**src/rtl/conv_pkg.sv**
```systemverilog
// conv_pkg: shared types and default sizes for the convolution example datapath.
package conv_pkg;

   typedef enum logic [1:0] {
      IDLE = 2'd0,
      RUN  = 2'd1,
      GAP  = 2'd2
   } seq_state_t;

   localparam int DMX_LANES   = 8;
   localparam int FRAME_CNT_W = 16;

endpackage

```
**src/rtl/demux_lane_sequencer_gap_timer.sv**
```systemverilog
// gap_timer: loadable down-counter that times the post-frame idle window.
// expired_o is high on the last cycle of the window, so the window lasts
// exactly GAP_CYCLES cycles after a load.
module gap_timer #(
   parameter int GAP_CYCLES = 1,
   parameter int W          = (GAP_CYCLES > 0) ? $clog2(GAP_CYCLES + 1) : 1
) (
   input  logic clk,
   input  logic rst_n,
   input  logic load_i,
   input  logic en_i,
   output logic expired_o
);

   logic [W-1:0] cnt_q;
   logic [W-1:0] cnt_d;

   // load the window length, otherwise count down while enabled
   always_comb begin
      cnt_d = cnt_q;
      if (load_i) begin
         cnt_d = W'(GAP_CYCLES);
      end else if (en_i && (cnt_q != '0)) begin
         cnt_d = cnt_q - W'(1);
      end
   end

   // counter register
   always_ff @(posedge clk or negedge rst_n) begin
      if (!rst_n) begin
         cnt_q <= '0;
      end else begin
         cnt_q <= cnt_d;
      end
   end

   assign expired_o = (cnt_q <= W'(1));

endmodule

```
**src/rtl/demux_lane_sequencer.sv**
```systemverilog
// demux_lane_sequencer: feeds a 1-to-LANES bit demux from a serial
// valid/ready stream, one lane per accepted bit in round-robin order.
// Optional build macro SEQ_PARITY_EN: each frame carries a trailing
// even-parity bit that is checked but never strobed to the demux.
//
// state | meaning
// IDLE  | waiting for the first bit of a frame, in_ready high
// RUN   | frame in progress, in_ready high
// GAP   | forced idle after a frame, in_ready low
module demux_lane_sequencer
   import conv_pkg::*;
#(
   parameter int LANES      = DMX_LANES,
   parameter int SEL_W      = $clog2(LANES),
   parameter int GAP_CYCLES = 1,
   parameter int CNT_W      = FRAME_CNT_W
) (
   input  logic             clk,
   input  logic             rst_n,
   input  logic             in_valid,
   input  logic             in_bit,
   output logic             in_ready,
   input  logic             abort,
   output logic             dmx_data,
   output logic [SEL_W-1:0] dmx_select,
   output logic             dmx_strobe,
   output logic             frame_done,
   output logic [CNT_W-1:0] frame_cnt,
   output logic             parity_err
);

   localparam logic [SEL_W-1:0] LAST_LANE = SEL_W'(LANES - 1);

   seq_state_t       state_q, state_d;
   logic             in_ready_q, in_ready_d;
   logic [SEL_W-1:0] lane_q, lane_d;
   logic             dmx_data_q, dmx_data_d;
   logic [SEL_W-1:0] dmx_select_q, dmx_select_d;
   logic             dmx_strobe_q, dmx_strobe_d;
   logic             frame_done_q, frame_done_d;
   logic [CNT_W-1:0] frame_cnt_q, frame_cnt_d;

   logic accept;
   logic take;
   logic data_take;
   logic last_bit;
   logic frame_end;
   logic gap_load;
   logic gap_en;
   logic gap_expired;

   // in_ready is registered so it stays low throughout reset
   assign accept    = in_valid && in_ready_q;
   assign take      = accept && !abort;
   assign frame_end = take && last_bit;

`ifdef SEQ_PARITY_EN
   logic par_q, par_d;
   logic par_phase_q, par_phase_d;
   logic parity_err_q, parity_err_d;

   assign last_bit     = par_phase_q;
   assign data_take    = take && !par_phase_q;
   assign parity_err_d = frame_end && (par_q ^ in_bit);

   // running parity over data bits; par_phase marks the parity-bit slot
   always_comb begin
      par_d       = par_q;
      par_phase_d = par_phase_q;
      if (abort) begin
         par_d       = 1'b0;
         par_phase_d = 1'b0;
      end else if (take) begin
         if (par_phase_q) begin
            par_d       = 1'b0;
            par_phase_d = 1'b0;
         end else begin
            par_d = par_q ^ in_bit;
            if (lane_q == LAST_LANE) begin
               par_phase_d = 1'b1;
            end
         end
      end
   end

   // parity registers
   always_ff @(posedge clk or negedge rst_n) begin
      if (!rst_n) begin
         par_q        <= 1'b0;
         par_phase_q  <= 1'b0;
         parity_err_q <= 1'b0;
      end else begin
         par_q        <= par_d;
         par_phase_q  <= par_phase_d;
         parity_err_q <= parity_err_d;
      end
   end

   assign parity_err = parity_err_q;
`else
   assign last_bit   = (lane_q == LAST_LANE);
   assign data_take  = take;
   assign parity_err = 1'b0;
`endif

   // FSM state register
   always_ff @(posedge clk or negedge rst_n) begin
      if (!rst_n) begin
         state_q <= IDLE;
      end else begin
         state_q <= state_d;
      end
   end

   // FSM next state; abort overrides everything, including a pending gap
   always_comb begin
      state_d = state_q;
      if (abort) begin
         state_d = IDLE;
      end else begin
         case (state_q)
            IDLE: begin
               if (take) begin
                  state_d = RUN;
               end
            end
            RUN: begin
               if (frame_end) begin
                  state_d = (GAP_CYCLES == 0) ? IDLE : GAP;
               end
            end
            GAP: begin
               if (gap_expired) begin
                  state_d = IDLE;
               end
            end
            default: state_d = IDLE;
         endcase
      end
   end

   // FSM outputs and datapath next values
   always_comb begin
      in_ready_d   = (state_d != GAP);
      dmx_strobe_d = data_take;
      dmx_data_d   = data_take ? in_bit : 1'b0;
      dmx_select_d = data_take ? lane_q : dmx_select_q;
      frame_done_d = frame_end;
      frame_cnt_d  = frame_end ? (frame_cnt_q + CNT_W'(1)) : frame_cnt_q;
      lane_d       = lane_q;
      if (abort) begin
         lane_d = '0;
      end else if (data_take) begin
         lane_d = (lane_q == LAST_LANE) ? '0 : (lane_q + SEL_W'(1));
      end
      gap_load = frame_end && (GAP_CYCLES != 0);
      gap_en   = (state_q == GAP);
   end

   // datapath and output registers
   always_ff @(posedge clk or negedge rst_n) begin
      if (!rst_n) begin
         in_ready_q   <= 1'b0;
         lane_q       <= '0;
         dmx_data_q   <= 1'b0;
         dmx_select_q <= '0;
         dmx_strobe_q <= 1'b0;
         frame_done_q <= 1'b0;
         frame_cnt_q  <= '0;
      end else begin
         in_ready_q   <= in_ready_d;
         lane_q       <= lane_d;
         dmx_data_q   <= dmx_data_d;
         dmx_select_q <= dmx_select_d;
         dmx_strobe_q <= dmx_strobe_d;
         frame_done_q <= frame_done_d;
         frame_cnt_q  <= frame_cnt_d;
      end
   end

   gap_timer #(
      .GAP_CYCLES(GAP_CYCLES)
   ) u_gap_timer (
      .clk      (clk),
      .rst_n    (rst_n),
      .load_i   (gap_load),
      .en_i     (gap_en),
      .expired_o(gap_expired)
   );

   assign in_ready   = in_ready_q;
   assign dmx_data   = dmx_data_q;
   assign dmx_select = dmx_select_q;
   assign dmx_strobe = dmx_strobe_q;
   assign frame_done = frame_done_q;
   assign frame_cnt  = frame_cnt_q;

endmodule

```
**config.mk**
```make
export PLATFORM = sky130hd
export DESIGN_NAME = demux_lane_sequencer
export DESIGN_NICKNAME = d
export VERILOG_FILES = /design/src/rtl/conv_pkg.sv /design/src/rtl/demux_lane_sequencer_gap_timer.sv /design/src/rtl/demux_lane_sequencer.sv
export SDC_FILE = /design/constraint.sdc
export NUM_CORES = 1
export LEC_CHECK = 0
export CAP_MARGIN = 15
export CORE_UTILIZATION = 48
export CTS_CLUSTER_DIAMETER = 60
export DETAILED_ROUTE_END_ITERATION = 8
export PLACE_DENSITY = 0.78
export SETUP_SLACK_MARGIN = 0.5
export SLEW_MARGIN = 20
export SYNTH_ARGS = -nofsm -noshare
export SYNTH_HDL_FRONTEND = slang
export SYNTH_SLANG_ARGS = --single-unit
```
**constraint.sdc**
```tcl
create_clock -name clk -period 1.96 [get_ports clk]
set_input_delay 0.392 -clock clk [delete_from_list [all_inputs] [get_ports clk]]
set_output_delay 0.392 -clock clk [all_outputs]
set_load 0.05 [all_outputs]
```
---- Word level (Yosys, flattened, before mapping) ----
Index checks and enable logic that the tools add are counted.
word-level totals
  output and inout bits ................... 24
  logic and storage cells ................. 36
  flip-flop bits (word level) ............. 29
  input bits .............................. 5
cells by class
  $add $sub $neg .......................... 3
  order comparisons ....................... 1
  reductions and logical operators ........ 8
  eq/ne operators ......................... 4
  multiplexer cells ....................... 11
operators by type and width
  cell                                                   number
  adder 16 x 1 -> 16 bit, second input constant          1
  two-way mux 3 bit                                      3
  two-way mux 2 bit                                      4
  one-hot mux 2 bit (3 select lines)                     1
  logical AND 1 bit                                      4
  nonzero test 2 bit                                     2
  adder 3 x 1 -> 3 bit, second input constant            1
  equality test 3 bit, second input constant             1
  two-way mux 1 bit                                      3
  equality test 2 x 1 -> 1 bit, second input constant    1
  equality test 2 bit, second input constant             1
  logical NOT 2 bit                                      1
  != test 2 bit, second input constant                   1
  less-or-equal comparator 1 bit, second input constant  1
  logical NOT 1 bit                                      1
  subtractor 1 bit, second input constant                1

---- Logic depth before layout (Yosys ltp) ----
  depth after elaboration ................. 7
  depth in mapped cells ................... 6
  depth with buffers taken out ............ 6

---- By module ----
Synthesis repeated with hierarchy kept, for this count alone.
second synthesis, totals
  cells, all modules ...................... 105
  area, all modules ....................... 1256.2 µm²
modules (own cells, without submodules)
  module                area each (µm²)  seq. area each (µm²)  cells an instance  instances
  demux_lane_sequencer  1244.9           700.7                 103                1
  gap_timer             11.3             0.0                   2                  1

---- Least setup slack after synthesis ----
OpenSTA, ideal clock, no wires.
  path type ............................... register to register
  start point ............................. register in_ready_q (netlist: in_ready)
  end point ............................... register frame_cnt_q[8] (netlist: frame_cnt[8])
  arrival time ............................ 1.619 ns
  required time ........................... 1.818 ns
  stages on the path, launching flop included .. 5
  path buffers ............................ 0
  period minus slack after synthesis ...... 1.761 ns
  library setup time ...................... 0.142 ns
  slack ................................... 0.199 ns
  cells stage by stage .................... dfrtp_1 -> nand4b_4 -> nor3_1 -> nand3_1 -> xnor2_1
on the way
  word-level cells in the longest chain between the ends .. 3
RTL lines
  element                 RTL line                     source
  start, declared         demux_lane_sequencer.sv:35   logic in_ready_q, in_ready_d;
  start signal, assigned  demux_lane_sequencer.sv:171  in_ready_q <= in_ready_d;
  logical AND 1 bit       demux_lane_sequencer.sv:53   assign accept = in_valid && in_ready_q;
  logical AND 1 bit       demux_lane_sequencer.sv:54   assign take = accept && !abort;
  logical AND 1 bit       demux_lane_sequencer.sv:55   assign frame_end = take && last_bit;
  end signal, assigned    demux_lane_sequencer.sv:177  frame_cnt_q <= frame_cnt_d;
  end, declared           demux_lane_sequencer.sv:41   logic [CNT_W-1:0] frame_cnt_q, frame_cnt_d;
Every way passes these cells.
A chain may end at the register's enable or synchronous reset.

---- Worst setup path in the final report ----
  start point ............................. register lane_q[1]
  end point ............................... register frame_cnt_q[5] (netlist: frame_cnt[5])
on the way
  word-level cells in the longest chain between the ends .. 2
RTL lines
  element                 RTL line                     source
  start, declared         demux_lane_sequencer.sv:36   logic [SEL_W-1:0] lane_q, lane_d;
  start signal, assigned  demux_lane_sequencer.sv:172  lane_q <= lane_d;
  equality test 3 bit     demux_lane_sequencer.sv:101  assign last_bit = (lane_q == LAST_LANE);
  logical AND 1 bit       demux_lane_sequencer.sv:55
Every way passes these cells.

==> impl_metrics.tcl <==
set metrics [dict create \
    slew_violations 0 \
    arrival_ns 1.81 \
    cap_violations 0 \
    grt_max_degree 29 \
    fmax_ghz 0.635 \
    place_ws_ns 0.0267 \
    p_leak_uw 0.000853 \
    hold_viol 0 \
    final_common_cell "buf_4" \
    post-route-util_pct 70.3 \
    dieArea_mm2 0.00272 \
    hp-class "input pin to async pin" \
    io_buffers 27 \
    grt_overflow 0 \
    crit_chain "ha_2, ha_4, nand4b_4, buf_4, nor2_4, nand3_1, xnor2_1" \
    fin_crit_sh_pct 80.4 \
    endpoint_kind "flop" \
    synth_area_leaders "dfrtp_1, xnor2_1, xor2_1" \
    hold_buffers 0 \
    grt_pass1_vias 837 \
    gp_congestion 0.763 \
    io_pins 29 \
    async_flop_share_pct 100 \
    rows 17 \
    tritoncts "built" \
    synth-edff-count 0 \
    peakVddDrop_mv 0.482 \
    place_hpwl_mm 1.64 \
    grt_pass1_wl_mm 4.06 \
    root_buffer "clkbuf_4" \
    outcome "complete, no violations" \
    cts_buffer_depth 2 \
    first_pass_iters 4 \
    slowest_stage "dfrtp_1" \
    clk_latency_ns 0.33 \
    p_per_area_mw_per_mm2 600 \
    tns_ns 0 \
    rsz0062_at_grt "yes" \
    reg2reg_depth 7 \
    syn_area_per_cell_um2 12.3 \
    synth_warnings 0 \
    drtAntennaViolNets 0 \
    grt_util_met1_pct 28.7 \
    synth_top_area_share_pct 58.1 \
    vias_per_cell 5.20 \
    met2_usage_pct 34.2 \
    grt_usage_pct 21.0 \
    cp_top_family "flip-flops" \
    die_y_um 52.1 \
    period_needed_ns 1.58 \
    final_cell_mix "buf_4, dfrtp_1, nand2_1, buf_2, dfrtp_2" \
    stdcell_count 168 \
    drcViolationCount 0 \
    clock_sinks 28 \
    hold_slack_ns 0.414 \
    reg2reg_from "lane_q[1]" \
    core-area_mm2 0.00230 \
    fin_ws_ns 0.384 \
    dp_cells 155 \
    fp.dieW_um 52.1 \
    htree_levels 1 \
    synth_nets 106 \
    grt_antenna_before_repair 0 \
    synth-seq-area-share_pct 58.1 \
    synth_cell_types 22 \
    ys_ff_latch 28 \
    regArea_um2 716 \
    worstPathMaxFanout 7 \
    synthFlopType "dfrtp_1" \
    vias 873 \
    worst-setup-path-type "flop to flop" \
    grt.met3_usage_pct 3.51 \
    nNetsFinal 149 \
    clkTransAtPathRegs_ns 0.15 \
    worst-path-stages 7 \
    synth_area_leader_cell "dfrtp_1" \
    rr_endpoint "frame_cnt[5]" \
    drive_gt1_share_pct 47.1 \
    cts_made_buffers 3 \
    top_usage_layer "met2" \
    multi_input_area_um2 543 \
    clock_skew_ns 0.0160 \
    worst-endpoint-required_ns 2.20 \
    antenna_cells 0 \
    area_growth_pct 33.9 \
    finalSetupViolCount 0 \
    nFillCells 183 \
    syn_area_mm2 0.00121 \
    totalWireLength_mm 2.42 \
    wl_per_cell_um 14.4 \
    synth_cells 98 \
    start_kind "flop" \
    cp_slowest_stage_delay_ns 0.41 \
    reg2reg_slack_ns 0.38 \
    drt_iter0_markers 8 \
    start_util_pct 52.5 \
    crit_buf_inv 1 \
]
## per-stage QoR
stage	instance area (um^2)	power, uW
3_3_place_gp	1570	698
3_5_place_dp	1570	702
2_1_floorplan	1260	656
4_1_cts	1610	968
6_report	1620	969
5_1_grt	1620	1000
## synthesized netlist by cell type, types with 2 or more instances
master / n
mux2_2: 3
nor4_4: 2
inv_1: 2
ha_1: 3
dfrtp_1: 28
nor4_1: 2
a21oi_1: 3
nor2_1: 4
nand3_1: 8
xnor2_1: 8
and3_1: 2
nand2_1: 13
nor3_1: 4
xor2_1: 7
nand4_1: 2
## report_power, final
group | internal, uW | switching (uW)
clock | 114 | 164
combinational | 32.3 | 62.5
sequential | 589 | 7.36
## registers in the layout, summed over array words and instances, names as in the netlist
signal,cells
dmx_select,3
lane_q,3
in_ready,1
frame_cnt,16
state_q,2
dmx_data,1
frame_done,1
dmx_strobe,1
## worst max-delay path by stage
stage                       startpoint             to  slack [ns]
after floorplan           frame_cnt[6]  frame_cnt[14]        0.40
after global placement        in_valid   frame_cnt[8]        0.06
after detailed placement      in_valid   frame_cnt[8]        0.03
after CTS                    lane_q[1]  frame_cnt[15]        0.34
after global routing         lane_q[1]  frame_cnt[14]        0.25
final                        lane_q[1]   frame_cnt[5]        0.38
## cells by family after synthesis
family | share of synthesized area, %
XOR/XNOR | 10.9
other | 0.311
AND/OR/NAND/NOR | 21.5
adder cells (fa/ha/maj) | 3.11
AO/OA/AOI/OAI | 1.24
flip-flops | 58.1
buffers and inverters | 1.25
multiplexers | 3.63
## layer usage
metal / vias up / routed length [um]
li1: 420 / -
met5: - / 0
met4: 0 / 23
met1: 426 / 1090
met2: 23 / 1200
met3: 4 / 105
## repair_timing
item                                    CTS  global route
setup buffers                             7             2
endpoints found under the setup margin   37            29
resized for setup                        81            12
pin swaps                                 4             1
endpoints found under the hold margin     0             0
## final cells by class
type,instances,area share (%)
clock buffer,4,2.25
inverter,2,0.465
multi-input combinational,67,33.6
sequential,28,44.3
tap,28,2.17
timing repair buffer,39,17.2
(Power assumes the default switching activity.)
